File: config.mk
export PLATFORM = sky130hd
export DESIGN_NAME = friet_permutation_axi4_lite_master_sequencer
export DESIGN_NICKNAME = d
export VERILOG_FILES = /design/src/rtl/friet_permutation_axi4_lite_master_sequencer.sv
export SDC_FILE = /design/constraint.sdc
export NUM_CORES = 1
export LEC_CHECK = 0
export CORE_AREA = 2 2 341 343
export CTS_CLUSTER_DIAMETER = 100
export DETAILED_ROUTE_END_ITERATION = 10
export DIE_AREA = 0 0 343 345
export PLACE_DENSITY = 0.63
export SETUP_SLACK_MARGIN = 0.02
export SLEW_MARGIN = 20
export SYNTH_ARGS = -nofsm -noshare
export SYNTH_HDL_FRONTEND = slang
export SYNTH_SLANG_ARGS = --single-unit
File: constraint.sdc
create_clock -name aclk -period 2.45 [get_ports aclk]
set_clock_uncertainty 0.15 [all_clocks]
set_input_delay 0.735 -clock aclk [delete_from_list [all_inputs] [get_ports aclk]]
set_output_delay 0.735 -clock aclk [all_outputs]
set_load 0.05 [all_outputs]
File: src/rtl/friet_permutation_axi4_lite_master_sequencer.sv
// AXI4-Lite master sequencing one Friet permutation job on the slave:
// 12 data writes, start write, 12 data reads, fault read, then result out.
module friet_permutation_axi4_lite_master_sequencer #(
    parameter int         STATE_WORDS   = 12,
    parameter logic [3:0] ADDR_DATA_IN  = 4'h4,
    parameter logic [3:0] ADDR_START    = 4'h8,
    parameter logic [3:0] ADDR_DATA_OUT = 4'h0,
    parameter logic [3:0] ADDR_FAULT    = 4'hB
) (
    input  logic                      aclk,
    input  logic                      aresetn,
    input  logic                      in_valid,
    output logic                      in_ready,
    input  logic [32*STATE_WORDS-1:0] in_state,
    output logic                      out_valid,
    input  logic                      out_ready,
    output logic [32*STATE_WORDS-1:0] out_state,
    output logic                      out_fault,
    output logic                      out_resp_err,
    output logic [3:0]                m_axi_awaddr,
    output logic [2:0]                m_axi_awprot,
    output logic                      m_axi_awvalid,
    input  logic                      m_axi_awready,
    output logic [31:0]               m_axi_wdata,
    output logic [3:0]                m_axi_wstrb,
    output logic                      m_axi_wvalid,
    input  logic                      m_axi_wready,
    input  logic [1:0]                m_axi_bresp,
    input  logic                      m_axi_bvalid,
    output logic                      m_axi_bready,
    output logic [3:0]                m_axi_araddr,
    output logic [2:0]                m_axi_arprot,
    output logic                      m_axi_arvalid,
    input  logic                      m_axi_arready,
    input  logic [31:0]               m_axi_rdata,
    input  logic [1:0]                m_axi_rresp,
    input  logic                      m_axi_rvalid,
    output logic                      m_axi_rready
);
    localparam int SW = 32 * STATE_WORDS;
    localparam int CW = $clog2(STATE_WORDS + 1);

    typedef enum logic [2:0] {
        S_IDLE, S_WR_REQ, S_WR_RESP, S_RD_REQ, S_RD_DATA, S_DONE
    } state_t;
    typedef enum logic [1:0] {PH_DATA, PH_START, PH_FAULT} phase_t;

    state_t         r_state, w_state_nxt;
    phase_t         r_ph;
    logic [CW-1:0]  r_wcnt;
    logic [SW-1:0]  r_shift, r_out_state;
    logic           r_in_ready, r_out_valid, r_fault, r_resp_err;
    logic           r_awvalid, r_wvalid, r_bready, r_arvalid, r_rready;
    logic           r_aw_done, r_w_done;
    logic [3:0]     r_awaddr, r_araddr;
    logic [31:0]    r_wdata;
    logic           w_in_hs, w_aw_hs, w_w_hs, w_ar_hs, w_wr_done, w_last;

    assign w_in_hs   = in_valid && r_in_ready;
    assign w_aw_hs   = r_awvalid && m_axi_awready;
    assign w_w_hs    = r_wvalid && m_axi_wready;
    assign w_ar_hs   = r_arvalid && m_axi_arready;
    assign w_wr_done = (r_aw_done || w_aw_hs) && (r_w_done || w_w_hs);
    assign w_last    = (r_wcnt == CW'(STATE_WORDS - 1));

    always_comb begin
        w_state_nxt = r_state;
        unique case (r_state)
            S_IDLE:    if (w_in_hs) w_state_nxt = S_WR_REQ;
            S_WR_REQ:  if (w_wr_done) w_state_nxt = S_WR_RESP;
            S_WR_RESP: if (m_axi_bvalid)
                           w_state_nxt = (r_ph == PH_START) ? S_RD_REQ : S_WR_REQ;
            S_RD_REQ:  if (w_ar_hs) w_state_nxt = S_RD_DATA;
            S_RD_DATA: if (m_axi_rvalid)
                           w_state_nxt = (r_ph == PH_FAULT) ? S_DONE : S_RD_REQ;
            S_DONE:    if (out_ready) w_state_nxt = S_IDLE;
            default:   w_state_nxt = S_IDLE;
        endcase
    end

    always_ff @(posedge aclk or negedge aresetn) begin
        if (!aresetn) r_state <= S_IDLE;
        else          r_state <= w_state_nxt;
    end

    always_ff @(posedge aclk or negedge aresetn) begin
        if (!aresetn) begin
            r_ph        <= PH_DATA;
            r_wcnt      <= '0;
            r_shift     <= '0;
            r_out_state <= '0;
            r_in_ready  <= 1'b0;
            r_out_valid <= 1'b0;
            r_fault     <= 1'b0;
            r_resp_err  <= 1'b0;
            r_awvalid   <= 1'b0;
            r_wvalid    <= 1'b0;
            r_bready    <= 1'b0;
            r_arvalid   <= 1'b0;
            r_rready    <= 1'b0;
            r_aw_done   <= 1'b0;
            r_w_done    <= 1'b0;
            r_awaddr    <= '0;
            r_araddr    <= '0;
            r_wdata     <= '0;
        end else begin
            r_in_ready  <= (w_state_nxt == S_IDLE);
            r_out_valid <= (w_state_nxt == S_DONE);
            unique case (r_state)
                S_IDLE: if (w_in_hs) begin
                    r_shift    <= in_state;
                    r_wcnt     <= '0;
                    r_ph       <= PH_DATA;
                    r_resp_err <= 1'b0;
                    r_awvalid  <= 1'b1;
                    r_wvalid   <= 1'b1;
                    r_awaddr   <= ADDR_DATA_IN;
                    r_wdata    <= in_state[31:0];
                    r_aw_done  <= 1'b0;
                    r_w_done   <= 1'b0;
                end
                S_WR_REQ: begin
                    if (w_aw_hs) begin
                        r_awvalid <= 1'b0;
                        r_aw_done <= 1'b1;
                    end
                    if (w_w_hs) begin
                        r_wvalid <= 1'b0;
                        r_w_done <= 1'b1;
                    end
                    if (w_wr_done) r_bready <= 1'b1;
                end
                S_WR_RESP: if (m_axi_bvalid) begin
                    r_bready  <= 1'b0;
                    r_aw_done <= 1'b0;
                    r_w_done  <= 1'b0;
                    if (m_axi_bresp != 2'b00) r_resp_err <= 1'b1;
                    if (r_ph == PH_START) begin
                        r_wcnt    <= '0;
                        r_arvalid <= 1'b1;
                        r_araddr  <= ADDR_DATA_OUT;
                    end else begin
                        r_shift   <= r_shift >> 32;
                        r_wcnt    <= r_wcnt + CW'(1);
                        r_awvalid <= 1'b1;
                        r_wvalid  <= 1'b1;
                        // After the last data word the start command follows
                        if (w_last) begin
                            r_ph     <= PH_START;
                            r_awaddr <= ADDR_START;
                            r_wdata  <= 32'h1;
                        end else begin
                            r_awaddr <= ADDR_DATA_IN;
                            r_wdata  <= r_shift[63:32];
                        end
                    end
                end
                S_RD_REQ: if (w_ar_hs) begin
                    r_arvalid <= 1'b0;
                    r_rready  <= 1'b1;
                end
                S_RD_DATA: if (m_axi_rvalid) begin
                    r_rready <= 1'b0;
                    if (m_axi_rresp != 2'b00) r_resp_err <= 1'b1;
                    if (r_ph == PH_FAULT) begin
                        r_fault <= m_axi_rdata[0];
                    end else begin
                        for (int k = 0; k < STATE_WORDS; k++)
                            if (r_wcnt == CW'(k))
                                r_out_state[32*k +: 32] <= m_axi_rdata;
                        r_wcnt    <= r_wcnt + CW'(1);
                        r_arvalid <= 1'b1;
                        if (w_last) begin
                            r_ph     <= PH_FAULT;
                            r_araddr <= ADDR_FAULT;
                        end else begin
                            r_araddr <= ADDR_DATA_OUT;
                        end
                    end
                end
                S_DONE: ;
                default: ;
            endcase
        end
    end

    assign in_ready      = r_in_ready;
    assign out_valid     = r_out_valid;
    assign out_state     = r_out_state;
    assign out_fault     = r_fault;
    assign out_resp_err  = r_resp_err;
    assign m_axi_awaddr  = r_awaddr;
    assign m_axi_awprot  = 3'b000;
    assign m_axi_awvalid = r_awvalid;
    assign m_axi_wdata   = r_wdata;
    assign m_axi_wstrb   = 4'hF;
    assign m_axi_wvalid  = r_wvalid;
    assign m_axi_bready  = r_bready;
    assign m_axi_araddr  = r_araddr;
    assign m_axi_arprot  = 3'b000;
    assign m_axi_arvalid = r_arvalid;
    assign m_axi_rready  = r_rready;

endmodule

# Yosys cells after proc, flatten, opt, wreduce, memory -nomap -nowiden
# Index checks and enable logic that the tools add are counted.
totals:
  romBits: 0
  mem_count: 0
  wordCells: 181
  input_bits: 429
  ram_bits: 0
  reg_bits: 828
  latchBits: 0
classes:
  n_lt_le_gt_ge: 0
  mux: 72
  n_shift: 0
  n_addsub: 1
  mul: 0
  div: 0
  bitwise: 1
  reduce_logical: 44
  n_eq_ne: 33
ops:
  columns: ["cell", "n"]
  rows:
  - ["two-way mux 384 bit", 3]
  - ["one-hot mux 384 bit (2 select lines)", 1]
  - ["two-way mux 32 bit", 4]
  - ["one-hot mux 32 bit (2 select lines)", 1]
  - ["AND reduction 4 bit", 15]
  - ["two-way mux 4 bit", 14]
  - ["!= test 2 bit, second input constant", 14]
  - ["two-way mux 1 bit", 21]
  - ["two-way mux 3 bit", 7]
  - ["AND reduction 5 bit", 4]
  - ["one-hot mux 1 bit (3 select lines)", 6]
  - ["one-hot mux 3 bit (6 select lines)", 1]
  - ["== test 4 x 3 -> 1 bit, second input constant", 4]
  - ["== test 4 bit, second input constant", 4]
  - ["two-way mux 2 bit", 8]
  - ["one-hot mux 4 bit (2 select lines)", 2]
  - ["one-hot mux 4 bit (3 select lines)", 1]
  - ["AND reduction 6 bit", 2]
  - ["nonzero test 2 bit", 6]
  - ["== test 3 bit, second input constant", 3]
  - ["AND reduction 3 bit", 3]
  - ["nonzero test 3 bit", 3]
  - ["== test 4 x 2 -> 1 bit, second input constant", 2]
  - ["AND reduction 8 bit", 1]
  - ["13 further kinds", 21]

# Logic depth before layout (Yosys ltp)
# Gate-level depths: netlist (run 1).
depth:
  ltp_word: 6
  mapped_depth: 8
  ltp_nobuf: 5

# Worst setup path after synthesis (run 1)
# No wires, ideal clock.
synth_path:
  path_kind: "input to register"
  start: "input port m_axi_rvalid"
  end: "register r_out_state[355] (netlist: out_state[355])"
  slack_ns: 0.339
  t_arrival_ns: 1.837
  t_required_ns: 2.175
  path_buffers: 2
  cell_stages: 5
  cell_sequence: "nand4bb_1 -> or3_1 -> buf_2 -> buf_4 -> mux2_2"
synth_between:
  elab_chain_len: 1
synth_rtl:
  columns: ["item", "line_no", "rtl"]
  rows:
  - ["from (decl)", "37", "input logic m_axi_rvalid,"]
  - ["AND reduction 4 bit (no line)", null, null]
  - ["to (signal, indexed assignment)", "170", "r_out_state[32*k +: 32] <= m_axi_rdata;"]
  - ["to (decl)", "51", "logic [SW-1:0] r_shift, r_out_state;"]
# Every way passes these cells.
# A chain may end at the register's enable or synchronous reset.

# Final worst setup path (run 1)
layout_path:
  start: "register r_out_state[41] (netlist: out_state[41])"
  end: "output port out_state[41]"
layout_lines:
  columns: ["item", "line_no", "rtl"]
  rows:
  - ["to (decl)", "17", "output logic [32*STATE_WORDS-1:0] out_state,"]
# No word-level cell between the ends.

==> metrics.md, run 1 <==
| Metric | Value |
|---|---|
| Die Width | 343 um |
| TritonCTS Buffers | 91 |
| Most numerous cell types in the synthesized netlist | 791 x sky130_fd_sc_hd__dfrtp_1, 724 x sky130_fd_sc_hd__nand2_1, 397 x sky130_fd_sc_hd__nor2_1 |
| Antenna viol nets, final | 0 |
| Maximum clock frequency | 424 MHz |
| Per-instance average area after synthesis | between 10 and 15 sq um |
| # Max-Cap Violations | 0 |
| Sequential cell area fraction in the yosys report | 60.2% |
| Worst reg2reg path depth | 7 |
| Final setup viols | 0 |
| Worst min path class | in -> async |
| Kind of critical path | reg -> out |
| Hold Vio Cnt, Final | 0 |
| Max IR drop VDD | 578 uV |
| Antenna violations before repair | 28 |
| Area growth syn-to-layout | 43.6% |
| Sw Ratio | 37.5% |
| Run status | finished clean |
| Starting density of the core | ~29% |
| FFs w/ async S/R, synth | 100% |
| Delay of the slowest cell on the worst path | 0.40 ns |
| Total GRT Usage | about a fifth |
| Clock group share of total power | 26.9% |
| Router iterations before antenna repair | 5 |
| Count of clock tree sinks | 791 |
| Synth top area cells | sky130_fd_sc_hd__dfrtp_1 60%, sky130_fd_sc_hd__mux2_2 13%, sky130_fd_sc_hd__nand2_1 8.3%, sky130_fd_sc_hd__a31oi_1 6.2%, sky130_fd_sc_hd__nor2_1 4.5% |
| Share of the synthesized area in the top cell type | 60.2% |
| End-of-flow core utilization | 41.0% |
| Library cell with the highest instance count after synthesis | sky130_fd_sc_hd__dfrtp_1 |
| WP depth | 1 |
| Critical-path cell list | clkdlybuf4s15_2 |
| Boundary pin count | 872 |
| Fraction of final layout cells sized beyond drive strength 1 | 29.2% |
| Startpoint type of the worst setup path | flip-flop |
| Hpwl dp | between 80000 and 90000 um |
| Area of the placeable core | 115000 sq um |
| Worst endpoint required time | 1.56 ns |
| Detailed-route wire length per cell | ~21 um |
| Synthesis-stage register bit count | ~790 |
| DRC violations left | 0 |
| Slew @ Worst Pin | 0.693 ns |
| Leakage power figure | 0.0219 uW |
| Synthesized instance count | 3046 |
| Chip height | 345 um |
| Total net switching power | 19000 uW |
| Final worst path period need | 2.36 ns |
| Wire length of the first global-routing pass | around 170000 um |
| Vias per cell | 4.72 |
| Arrival time at the worst endpoint | 1.47 ns |
| Worst slack at placement | -0.485 ns |
| Total standard cell area after synthesis | 32900 sq um |
| Number of global-route vias before repair | ~26000 |
| Internal power | roughly 32000 uW |
| Worst skew pair latency | 0.68 ns |
| CTS H-tree lvls | 3 |
| Rows | 125 |
| Number of nets in the finished design | 4386 |
| Synth cell types | 57 |
| Via total after detailed routing | 26200 |
| IO Port Bufs | approximately 860 |
| Leading area contributor after synthesis | sky130_fd_sc_hd__dfrtp_1 |
| Largest fanout of any net on the critical path | 2 |
| CTS tree | yes |
| RSZ-0062 raised after global routing | false |
| Final cycle utilization of the critical path | 96.2% |
| Max-slew violation count | 0 |
| Bufs on Longest Clock Path | 3 |
| Clk pin slew, worst setup/hold paths | about 0.06 ns |
| Buffer and inverter count on the worst path | 1 |
| Post-synth EDFFs | 0 |
| Slew margin rel. | a little over half |
| Die outline area | approximately 120000 sq um |
| Top delay family on crit path | flip-flops |
| Critical Path Sink Type | output pin |
| Routed wire length | 117000 um |
| Part of the total power dissipated in sequential elements | 37.8% |
| Most common flop cell mapped by yosys | sky130_fd_sc_hd__dfrtp_1 |
| Final total power | 50600 uW |
| Overflow left after global routing | 0 |
| Post-route setup slack | 0.0930 ns |
| Cell at the root of the clock tree | sky130_fd_sc_hd__clkbuf_16 |
| Last weighted congestion value of the routability-driven placer | between 0.8 and 0.9 |
| DRC marker count from the first detailed-route iteration | 1691 |
| Gate power share | a little over a third |
| Ys Warns | 0 |
| PD cells | about 1100 nW/um^2 |
| Cell type of the slowest stage on the worst timing path | sky130_fd_sc_hd__dfrtp_1 |
| Maximum number of pins on one net before global-route repair | about 110 |
## kinds of logic (layout without fill, tap and decap cells)
| logic type | Yosys count | after routing | synth area share [%] |
|---|---|---|---|
| AND/OR/NAND/NOR | 1197 | 1198 | 14.4 |
| buffers and inverters | 263 | 1233 | 4.04 |
| AO/OA/AOI/OAI | 403 | 403 | 7.95 |
| flip-flops | 791 | 791 | 60.2 |
| other | 2 | 20 | 0.0228 |
| adder cells (fa/ha/maj) | 4 | 4 | 0.152 |
| multiplexers | 386 | 386 | 13.2 |
## flip-flops by register name (all words and copies together), names as in the netlist, 2 cells and up
name,cells
out_state,384
r_shift,352
r_ph,2
m_axi_wdata,32
m_axi_awaddr,2
r_wcnt,4
r_state,3
## cell usage in the layout, fill, tap and decap left out, types with 63 or more instances in the layout
cell type                           n
sky130_fd_sc_hd__dfrtp_1          788
sky130_fd_sc_hd__nand2_1          724
sky130_fd_sc_hd__clkdlybuf4s50_1  427
sky130_fd_sc_hd__nor2_1           393
sky130_fd_sc_hd__buf_4            375
sky130_fd_sc_hd__mux2_2           371
sky130_fd_sc_hd__a31oi_1          325
sky130_fd_sc_hd__clkdlybuf4s15_2  189
sky130_fd_sc_hd__clkbuf_16         91
sky130_fd_sc_hd__buf_12            63
## repair_timing
action	4_1_cts	5_1_grt
hold buffers	1	0
endpoints found under the setup margin	192	179
pin swaps	0	1
buffers inserted	0	4
resized for setup	577	8
cloned	0	1
endpoints found under the hold margin	131	0
## final timing paths
kind	from	endpoint	slack, ns
worst min register to register	r_shift[355]	r_shift[355]	0.31
worst min-delay path	aresetn	out_state[13]	0.30
worst max register to register	r_state[2]	r_shift[107]	0.16
worst max-delay path	out_state[41]	out_state[41]	0.09
max in group asynchronous	aresetn	r_shift[307]	0.85
min in group aclk	r_shift[355]	r_shift[355]	0.31
## per-stage QoR
step	instance area (sq um)	hold slack [ns]	setup TNS [ns]	instances
floorplan	32900	0.289	0	3057
global placement	43800	0.300	-271.31	5378
detailed placement	43800	0.305	-279.00	5378
CTS	47200	0.236	0	5547
global route	47200	0.251	0	5558
finish	47200	0.302	0	5559
## final cells by class
class,count,area (sq um)
well taps,1524,1910
clock inverters,35,439
flip-flops and latches,791,19800
clock buffers,133,2640
repair buffers,1059,10500
diodes,7,17.5
inverters,6,22.5
fillers,11200,67900
multi-input cells,2004,11900
## layer usage
metal	track usage (%)	part of all wire, %	up-vias
met4	7.40	3.8	24
met2	31.5	47	788
met5	0	0.13	-
li1	-	-	12200
met3	5.02	7.0	222
met1	24.2	42	13000
## power by group through the flow
stage                     combinational, uW  clock [uW]  sequential (uW)
after global routing                  19700       14500            19600
after global placement                17900           0            19200
after detailed placement              18100           0            19300
final                                 17900       13600            19100
after floorplan                        8570           0            21600
after CTS                             18000       13900            19100
(Power assumes the default switching activity.)
==> inputs of run 2 (changes only) <==
GPL_ROUTABILITY_DRIVEN = 1   (was not set)
==> results of run 2 <==
The final DEF is identical to that of run 1; final timing and power are the same.
